$ cat src/rtl/commit_stage_pkg.sv
// commit_stage_pkg
// Purpose: shared types for the retire side of the pipeline: the ROB commit
//          packet layout, free-list and branch-predictor training packets,
//          the architectural map type and the sizing constants they use.
// Contents:
//   N            retire width (matches ROB commit slots)
//   ARCH_REG_SZ  architectural register count; arn 0 is never mapped
//   PRN_WIDTH    physical register number width
//   identity_map reset value of the architectural map (arch_map[a] = a)
package commit_stage_pkg;

  localparam int N           = 4;
  localparam int ARCH_REG_SZ = 32;
  localparam int PRN_WIDTH   = 6;
  localparam int ARN_WIDTH   = $clog2(ARCH_REG_SZ);
  localparam int CNT_W       = $clog2(N + 1);

  typedef logic [PRN_WIDTH-1:0] prn_t;
  typedef logic [ARN_WIDTH-1:0] arn_t;

  typedef struct packed {
    logic        executed;
    logic        success;
    arn_t        dest_arn;
    prn_t        dest_prn;
    logic        is_store;
    logic        cond_branch;
    logic        uncond_branch;
    logic        halt;
    logic        illegal;
    logic        resolve_taken;
    logic [31:0] resolve_target;
    logic [31:0] pc;
    logic [31:0] npc;
  } ROB_ENTRY;

  typedef struct packed {
    ROB_ENTRY [N-1:0] entries;
  } ROB_CT_PACKET;

  typedef struct packed {
    logic valid;
    prn_t prn;
  } fl_slot_t;

  typedef struct packed {
    fl_slot_t [N-1:0] slot;
  } CT_FL_PACKET;

  typedef struct packed {
    logic        valid;
    logic        cond;
    logic        taken;
    logic [31:0] pc;
    logic [31:0] target;
  } bp_slot_t;

  typedef struct packed {
    bp_slot_t [N-1:0] slot;
  } CT_BP_PACKET;

  typedef prn_t [ARCH_REG_SZ-1:0] arch_map_t;

  // Every architectural register starts out mapped to the physical register
  // with the same number.
  function automatic arch_map_t identity_map();
    arch_map_t m;
    for (int a = 0; a < ARCH_REG_SZ; a++) begin
      m[a] = prn_t'(a);
    end
    return m;
  endfunction

endpackage

$ cat src/rtl/commit_stage_if.sv
// commit_stage_if
// Purpose: bundles the ROB-to-commit packet and every retire-side result
//          of the commit stage.
// Signals:
//   rob_ct_packet  N commit slots from the ROB
//   rob_squash     ROB mispredict flag, same cycle as the packet
//   fl_free        PRNs released to the free list
//   sq_commit_cnt  stores retired this cycle
//   bp_update      branch-predictor training slots
//   redirect_valid / redirect_pc  mispredict redirect to fetch
//   recover_map    architectural map for RAT restore
//   retired_cnt    instructions retired this cycle
//   halted/illegal sticky CPU status
// Modports: master = ROB/consumer side, slave = commit_stage.
interface commit_stage_if;
  import commit_stage_pkg::*;

  ROB_CT_PACKET           rob_ct_packet;
  logic                   rob_squash;
  CT_FL_PACKET            fl_free;
  logic [CNT_W-1:0]       sq_commit_cnt;
  CT_BP_PACKET            bp_update;
  logic                   redirect_valid;
  logic [31:0]            redirect_pc;
  arch_map_t              recover_map;
  logic [CNT_W-1:0]       retired_cnt;
  logic                   halted;
  logic                   illegal;

  modport master (
    output rob_ct_packet, rob_squash,
    input  fl_free, sq_commit_cnt, bp_update, redirect_valid, redirect_pc,
           recover_map, retired_cnt, halted, illegal
  );

  modport slave (
    input  rob_ct_packet, rob_squash,
    output fl_free, sq_commit_cnt, bp_update, redirect_valid, redirect_pc,
           recover_map, retired_cnt, halted, illegal
  );

endinterface

$ cat src/rtl/commit_stage_retire_map.sv
// retire_map
// Purpose: architectural (retirement) map table. Applies up to N in-order
//          writes per cycle and returns, for each slot, the PRN that slot's
//          destination held just before it, including writes made by
//          earlier slots of the same group.
// Ports:
//   clock, reset  clock and synchronous active-high reset (map -> identity)
//   i_wr_en       per-slot write enable (already gated by group membership)
//   i_wr_arn      per-slot destination architectural register
//   i_wr_prn      per-slot new physical register
//   o_old_prn     per-slot superseded PRN
//   o_map         registered map (state after the previous group)
module retire_map
  import commit_stage_pkg::*;
(
  input  logic               clock,
  input  logic               reset,
  input  logic [N-1:0]       i_wr_en,
  input  arn_t [N-1:0]       i_wr_arn,
  input  prn_t [N-1:0]       i_wr_prn,
  output prn_t [N-1:0]       o_old_prn,
  output arch_map_t          o_map
);

  arch_map_t r_map;
  arch_map_t w_next_map;

  // Walk the slots in program order over a running copy of the map. Each
  // slot looks up its old PRN before applying its own write, so a later slot
  // writing the same arn sees (and frees) the earlier slot's PRN, and the
  // later write is the one left standing.
  always_comb begin
    w_next_map = r_map;
    o_old_prn  = '0;
    for (int i = 0; i < N; i++) begin
      o_old_prn[i] = w_next_map[i_wr_arn[i]];
      if (i_wr_en[i]) begin
        w_next_map[i_wr_arn[i]] = i_wr_prn[i];
      end
    end
  end

  always_ff @(posedge clock) begin
    if (reset) begin
      r_map <= identity_map();
    end else begin
      r_map <= w_next_map;
    end
  end

  assign o_map = r_map;

endmodule

$ cat src/rtl/commit_stage.sv
// commit_stage
// Purpose: in-order retire-side consumer of the ROB commit packet. Finds the
//          retiring group, updates the architectural map (via retire_map),
//          frees superseded PRNs, counts retired stores, trains the branch
//          predictor, raises the mispredict redirect with its recovery map
//          and latches halt/illegal as sticky status. All outputs are
//          registered one cycle after the packet.
// Ports:
//   clock, reset  clock and synchronous active-high reset
//   bus           commit_stage_if.slave (packet in, retire results out)
//   perf_cycles, perf_retired, perf_mispredict
//                 64-bit performance counters, present only when the
//                 COMMIT_PERF_EN macro is defined
module commit_stage
  import commit_stage_pkg::*;
(
  input  logic                 clock,
  input  logic                 reset,
  commit_stage_if.slave        bus
`ifdef COMMIT_PERF_EN
  ,
  output logic [63:0]          perf_cycles,
  output logic [63:0]          perf_retired,
  output logic [63:0]          perf_mispredict
`endif
);

  logic              w_stopped;
  logic [N-1:0]      w_wr_en;
  arn_t [N-1:0]      w_wr_arn;
  prn_t [N-1:0]      w_wr_prn;
  prn_t [N-1:0]      w_old_prn;
  arch_map_t         w_map;
  logic [CNT_W-1:0]  w_retired_cnt;
  logic [CNT_W-1:0]  w_sq_cnt;
  CT_BP_PACKET       w_bp;
  CT_FL_PACKET       w_fl_free;
  logic              w_misp;
  logic [31:0]       w_redirect_pc;
  logic              w_halt_hit;
  logic              w_illegal_hit;

  CT_FL_PACKET       r_fl_free;
  logic [CNT_W-1:0]  r_sq_cnt;
  CT_BP_PACKET       r_bp;
  logic              r_redirect_valid;
  logic [31:0]       r_redirect_pc;
  logic [CNT_W-1:0]  r_retired_cnt;
  logic              r_halted;
  logic              r_illegal;

  // Once halted or illegal is latched the packet is ignored until reset.
  assign w_stopped = r_halted | r_illegal;

  // Group scan: live slots form a prefix that ends at the first
  // non-executed slot, or just after a mispredict or halt slot. An illegal
  // slot also ends the group but does not itself retire. Stores and halts
  // never write the map, and arn 0 is never mapped.
  always_comb begin : scan_p
    logic     v_open;
    ROB_ENTRY v_e;
    v_open        = !w_stopped;
    v_e           = '0;
    w_wr_en       = '0;
    w_wr_arn      = '0;
    w_wr_prn      = '0;
    w_retired_cnt = '0;
    w_sq_cnt      = '0;
    w_bp          = '0;
    w_misp        = 1'b0;
    w_redirect_pc = '0;
    w_halt_hit    = 1'b0;
    w_illegal_hit = 1'b0;
    for (int i = 0; i < N; i++) begin
      v_e         = bus.rob_ct_packet.entries[i];
      w_wr_arn[i] = v_e.dest_arn;
      w_wr_prn[i] = v_e.dest_prn;
      if (v_open && v_e.executed) begin
        if (v_e.illegal) begin
          w_illegal_hit = 1'b1;
          v_open        = 1'b0;
        end else begin
          w_retired_cnt = w_retired_cnt + CNT_W'(1);
          if (v_e.halt) begin
            w_halt_hit = 1'b1;
            v_open     = 1'b0;
          end else begin
            if (v_e.is_store) begin
              w_sq_cnt = w_sq_cnt + CNT_W'(1);
            end else if (v_e.dest_arn != '0) begin
              w_wr_en[i] = 1'b1;
            end
            if (v_e.cond_branch || v_e.uncond_branch) begin
              w_bp.slot[i].valid  = 1'b1;
              w_bp.slot[i].cond   = v_e.cond_branch;
              w_bp.slot[i].taken  = v_e.resolve_taken;
              w_bp.slot[i].pc     = v_e.pc;
              w_bp.slot[i].target = v_e.resolve_target;
            end
            if (!v_e.success) begin
              w_misp        = 1'b1;
              w_redirect_pc = v_e.resolve_taken ? v_e.resolve_target : v_e.npc;
              v_open        = 1'b0;
            end
          end
        end
      end else begin
        v_open = 1'b0;
      end
    end
  end

  retire_map u_retire_map (
    .clock     (clock),
    .reset     (reset),
    .i_wr_en   (w_wr_en),
    .i_wr_arn  (w_wr_arn),
    .i_wr_prn  (w_wr_prn),
    .o_old_prn (w_old_prn),
    .o_map     (w_map)
  );

  // Every map write releases the PRN it superseded.
  always_comb begin
    w_fl_free = '0;
    for (int i = 0; i < N; i++) begin
      if (w_wr_en[i]) begin
        w_fl_free.slot[i].valid = 1'b1;
        w_fl_free.slot[i].prn   = w_old_prn[i];
      end
    end
  end

  // Per-cycle results are single-cycle pulses; status flags are sticky.
  always_ff @(posedge clock) begin
    if (reset) begin
      r_fl_free        <= '0;
      r_sq_cnt         <= '0;
      r_bp             <= '0;
      r_redirect_valid <= 1'b0;
      r_redirect_pc    <= '0;
      r_retired_cnt    <= '0;
      r_halted         <= 1'b0;
      r_illegal        <= 1'b0;
    end else begin
      r_fl_free        <= w_fl_free;
      r_sq_cnt         <= w_sq_cnt;
      r_bp             <= w_bp;
      r_redirect_valid <= w_misp;
      r_redirect_pc    <= w_redirect_pc;
      r_retired_cnt    <= w_retired_cnt;
      r_halted         <= r_halted | w_halt_hit;
      r_illegal        <= r_illegal | w_illegal_hit;
    end
  end

  assign bus.fl_free        = r_fl_free;
  assign bus.sq_commit_cnt  = r_sq_cnt;
  assign bus.bp_update      = r_bp;
  assign bus.redirect_valid = r_redirect_valid;
  assign bus.redirect_pc    = r_redirect_pc;
  assign bus.recover_map    = w_map;
  assign bus.retired_cnt    = r_retired_cnt;
  assign bus.halted         = r_halted;
  assign bus.illegal        = r_illegal;

  // A squash from the ROB must coincide with a retiring mispredicted slot.
  a_squash_has_misp: assert property (
    @(posedge clock) disable iff (reset)
      (bus.rob_squash && !w_stopped) |-> w_misp
  );

`ifdef COMMIT_PERF_EN
  logic [63:0] r_perf_cycles;
  logic [63:0] r_perf_retired;
  logic [63:0] r_perf_mispredict;

  // Counters freeze once the core has halted.
  always_ff @(posedge clock) begin
    if (reset) begin
      r_perf_cycles     <= '0;
      r_perf_retired    <= '0;
      r_perf_mispredict <= '0;
    end else if (!r_halted) begin
      r_perf_cycles     <= r_perf_cycles + 64'd1;
      r_perf_retired    <= r_perf_retired + 64'(w_retired_cnt);
      r_perf_mispredict <= r_perf_mispredict + 64'(w_misp);
    end
  end

  assign perf_cycles     = r_perf_cycles;
  assign perf_retired    = r_perf_retired;
  assign perf_mispredict = r_perf_mispredict;
`endif

endmodule

$ cat src/flat_wrapper.sv
// flat-port wrapper written by rule: the top's interface ports become plain ports
module commit_stage_flat import commit_stage_pkg::*;
  (clock, reset, bus_rob_ct_packet, bus_rob_squash, bus_fl_free, bus_sq_commit_cnt, bus_bp_update, bus_redirect_valid, bus_redirect_pc, bus_recover_map, bus_retired_cnt, bus_halted, bus_illegal);
  commit_stage_if bus_i ();
  input  logic clock;
  input  logic reset;
  input wire logic [$bits(bus_i.rob_ct_packet)-1:0] bus_rob_ct_packet;
  input wire logic [$bits(bus_i.rob_squash)-1:0] bus_rob_squash;
  output wire logic [$bits(bus_i.fl_free)-1:0] bus_fl_free;
  output wire logic [$bits(bus_i.sq_commit_cnt)-1:0] bus_sq_commit_cnt;
  output wire logic [$bits(bus_i.bp_update)-1:0] bus_bp_update;
  output wire logic [$bits(bus_i.redirect_valid)-1:0] bus_redirect_valid;
  output wire logic [$bits(bus_i.redirect_pc)-1:0] bus_redirect_pc;
  output wire logic [$bits(bus_i.recover_map)-1:0] bus_recover_map;
  output wire logic [$bits(bus_i.retired_cnt)-1:0] bus_retired_cnt;
  output wire logic [$bits(bus_i.halted)-1:0] bus_halted;
  output wire logic [$bits(bus_i.illegal)-1:0] bus_illegal;
  assign bus_i.rob_ct_packet = bus_rob_ct_packet;
  assign bus_i.rob_squash = bus_rob_squash;
  assign bus_fl_free = bus_i.fl_free;
  assign bus_sq_commit_cnt = bus_i.sq_commit_cnt;
  assign bus_bp_update = bus_i.bp_update;
  assign bus_redirect_valid = bus_i.redirect_valid;
  assign bus_redirect_pc = bus_i.redirect_pc;
  assign bus_recover_map = bus_i.recover_map;
  assign bus_retired_cnt = bus_i.retired_cnt;
  assign bus_halted = bus_i.halted;
  assign bus_illegal = bus_i.illegal;
  commit_stage u_core (.clock(clock), .reset(reset), .bus(bus_i));
endmodule
$ cat config.mk
export PLATFORM = sky130hd
export DESIGN_NAME = commit_stage_flat
export DESIGN_NICKNAME = d
export VERILOG_FILES = /design/src/rtl/commit_stage_pkg.sv /design/src/rtl/commit_stage_if.sv /design/src/rtl/commit_stage_retire_map.sv /design/src/rtl/commit_stage.sv /design/src/flat_wrapper.sv
export SDC_FILE = /design/constraint.sdc
export NUM_CORES = 2
export LEC_CHECK = 0
export ABC_CLOCK_PERIOD_IN_PS = 6700
export CORE_AREA = 2 2 382 384
export DETAILED_ROUTE_END_ITERATION = 10
export DIE_AREA = 0 0 384 386
export PLACE_DENSITY_LB_ADDON = 0.3
export REMOVE_ABC_BUFFERS = 1
export SLEW_MARGIN = 30
export SYNTH_ARGS = -nofsm -noshare
export SYNTH_HDL_FRONTEND = slang
export SYNTH_SLANG_ARGS = --single-unit
export TNS_END_PERCENT = 30
$ cat constraint.sdc
create_clock -name clock -period 6.7 [get_ports clock]
set_input_delay 2.01 -clock clock [delete_from_list [all_inputs] [get_ports clock]]
set_output_delay 2.01 -clock clock [all_outputs]
set_load 0.02 [all_outputs]
==> qor.csv <==
stage,metric,value,unit
synth,synthTopCellsByArea,"dfxtp_1 (33%), mux2i_1 (8.7%), mux4_2 (5.9%)",
sta,worst_pin_slew,1.156,ns
critical_path,cp-start-kind,primary input,
critical_path,crit_type,in2reg,
die,die_w,384,um
critical_path,crit_slowest_cell,or4_4,
hold_path,hp-class,reg2reg,
sta,setup_tns,0,ns
synth,yosys.cell_types.count,106,
sta,drv_slew,0,
critical_path,path_cells,clkdlybuf4s50_1 > buf_12 > or4_4 > nor3_2 > buf_4 > buf_4 > mux2i_1 > a22oi_1 > mux2_2 > o22ai_1 > buf_4 > nor2_1 > a211oi_1 > buf_4 > a41oi_1 > buf_4,
clock_network,root_buffer,clkbuf_16,
clock_network,cts_setup_buffers,0,
die,core,144500,sq um
synth,synth.most_common_cell,dfxtp_1,
critical_path,critPathMaxFanout,14,
die,start_util,22.54,%
placement,place_ws,0.1099,ns
synth,yosys-top-cells-count,"dfxtp_1 (529), nor2_1 (371), nand2_1 (337), clkbuf_1 (286), mux2i_1 (283)",
placement,numPortBuffers,990,
sta,final.setup.worst_slack,0.6378,ns
critical_path,crit_path_frequent_cell,buf_4,
synth,synth_top_area_cell,dfxtp_1,
critical_path,critical-path-max-stage-delay,0.76,ns
route,drt-vias-per-instance,5.886,
power,leakagePower,22.96,nW
global_routing,antenna_found_initial,167,
clock_network,clockBufferDepth,3,
layout,syn_to_final_growth,72.49,%
sta,rsz0062_at_grt,no,
synth,ys.warnings.count,0,
layout,fin_nets,6333,
sta,finalCriticalPeriod,6.062,ns
critical_path,r2r_cells,14,
synth,ys_ff_latch,529,
sta,relSlewSlack,22.72,%
clock_network,cts_buffers,67,
clock_network,clock_latency,0.71,ns
critical_path,worst_ep_required_time,7.30,ns
die,die-area,148200,sq um
layout,nFillCells,15120,
layout,drive_above_1_share,29.16,%
power,power_density,151.9,nW/um^2
clock_network,clk_pin_slew,0.06,ns
global_routing,first_global_vias,43210,
route,ant_nets,0,
route,routed_wl,384900,um
route,dr.pass1.iters,8,
die,die-height,386,um
die,num_io_pins,992,
sta,clock_skew,0.03501,ns
synth,synth_edf_count,0,
synth,syn_inst,3881,
route,drc_errors,0,
sta,hold_viol,0,
synth,syn_avg_cell_area,8.393,sq um
synth,async_flop_share,0,%
route,wl_per_cell,48.59,um
global_routing,grt_max_degree,105,
job,cap_violations,0,
clock_network,cts.repair.resized,0,
die,rows,140,
critical_path,arrival,6.66,ns
synth,synth.yosys.seq_area_share,32.51,%
sta,fmax,165.0,MHz
global_routing,grt_overflow,0,
clock_network,hold_buffers,0,
sta,setup_violations,0,
outcome,outcome,"finished, final reports clean",
global_routing,grt_pass1_wl,474400,um
route,routed-via-count,46630,
sta,min_period_over_period,90.48,%
synth,synth_top_area_share,32.51,%
clock_network,cts.sinks,529,
synth,syn-cell-area,32570,sq um
placement,hpwl,325400,um
global_routing,grt_use_total,49.87,%
route,drt_iter0_drc,6742,
clock_network,cts_tree,done,
hold_path,min_path_cells,2,
placement,place_congestion,1.127,
power,vdd_drop_max,0.1976,mV
critical_path,crit_path_end_kind,register,
clock_network,htreeDepth,3,
synth,synthFlopType,dfxtp_1,
-- layout by cell type (no fill, tap or decap), types with 15 or more instances in the layout --
| master | n |
|---|---|
| buf_4 | 1216 |
| clkdlybuf4s50_1 | 956 |
| dfxtp_1 | 527 |
| nor2_1 | 360 |
| nand2_1 | 337 |
| mux2i_1 | 280 |
| and2_1 | 274 |
| a21oi_1 | 271 |
| o21ai_0 | 133 |
| mux2_2 | 119 |
| a211oi_1 | 100 |
| diode_2 | 96 |
| nor3_1 | 92 |
| nand3_1 | 92 |
| mux4_2 | 86 |
| o22ai_1 | 85 |
| nand2b_1 | 75 |
| clkbuf_16 | 68 |
| buf_12 | 54 |
| a22oi_1 | 51 |
| nand4_1 | 49 |
| a31oi_1 | 37 |
| o211ai_1 | 32 |
| inv_1 | 30 |
| nor4_1 | 29 |
| buf_2 | 28 |
| a22o_1 | 26 |
| o2bb2ai_1 | 20 |
| a221oi_1 | 20 |
| nor3_2 | 19 |
| o31ai_1 | 18 |
| or2_2 | 16 |
| a21o_1 | 15 |
-- cells by family after synthesis --
logic type	synth area share, %
fa+ha+maj	0.2305
mux	18.76
flops	32.51
compound gates	19.93
buf+inv	4.502
simple gates	23.90
xor+xnor	0.1614
-- final timing paths --
kind | end | startpoint | slack, ns
worst max register to register | u_core.bus.fl_free[22] | u_core.bus.illegal | 2.13
worst max-delay path | u_core.bus.fl_free[22] | bus_rob_ct_packet[98] | 0.64
worst min register to register | u_core.u_retire_map.o_map[5] | u_core.u_retire_map.o_map[5] | 0.57
worst min-delay path | u_core.u_retire_map.o_map[5] | u_core.u_retire_map.o_map[5] | 0.57
-- layout make-up --
cell class                 count  area (sq um)  share of cell area, %
tap                         1917          2399                  4.269
clock buffer                  92          1892                  3.367
timing repair buffer        2255         19930                  35.47
inverter                      33         123.9                 0.2205
antenna                       96         240.2                 0.4276
clock inverter                22         237.7                 0.4231
sequential                   529         10590                  18.85
multi-input combinational   2978         20770                  36.97
-- layer usage --
layer,share of wire (%),up-vias,global-route usage (%)
li1,-,18380,-
met1,37,23180,57.47
met2,40,3910,70.45
met3,13,1084,22.52
met4,9.7,76,40.68
met5,0.13,-,1.365
-- metrics by stage --
step	hold slack (ns)	instance area, sq um	std cells	total power, mW	util [%]
2_1_floorplan	0.5498	31230	3540	3.555	-
3_3_place_gp	0.5445	53790	7712	4.822	37.22
3_5_place_dp	0.5518	53800	7712	4.816	37.23
4_1_cts	0.5562	55930	7826	8.443	38.70
5_1_grt	0.5793	56070	7878	8.597	38.80
6_report	0.5736	56180	7922	8.535	38.88
-- report_power, final --
group          leakage, nW  switching [mW]  total, mW  internal (mW)
registers             4.27          0.0135       3.17           3.16
clock network         1.04            1.66       3.69           2.03
logic                 17.7            1.07       1.68          0.606
total                 23.0            2.74       8.54           5.80
-- sequential cells by signal, summed over array words and instances, names as in the netlist --
signal	count
u_core.bus.bp_update	268
u_core.u_retire_map.o_map	192
u_core.bus.redirect_pc	32
u_core.bus.fl_free	28
u_core.bus.retired_cnt	3
u_core.bus.sq_commit_cnt	3
u_core.bus.halted	1
u_core.bus.illegal	1
u_core.bus.redirect_valid	1
-- critical path: cells and delay by family --
kind                   cells  cell delay, ns
AOI/OAI and AO/OA          4            1.04
and+or+nand+nor            3            1.09
buffers and inverters      7            1.71
muxes                      2            0.78
Note: power is estimated with default switching activity, not from simulation.
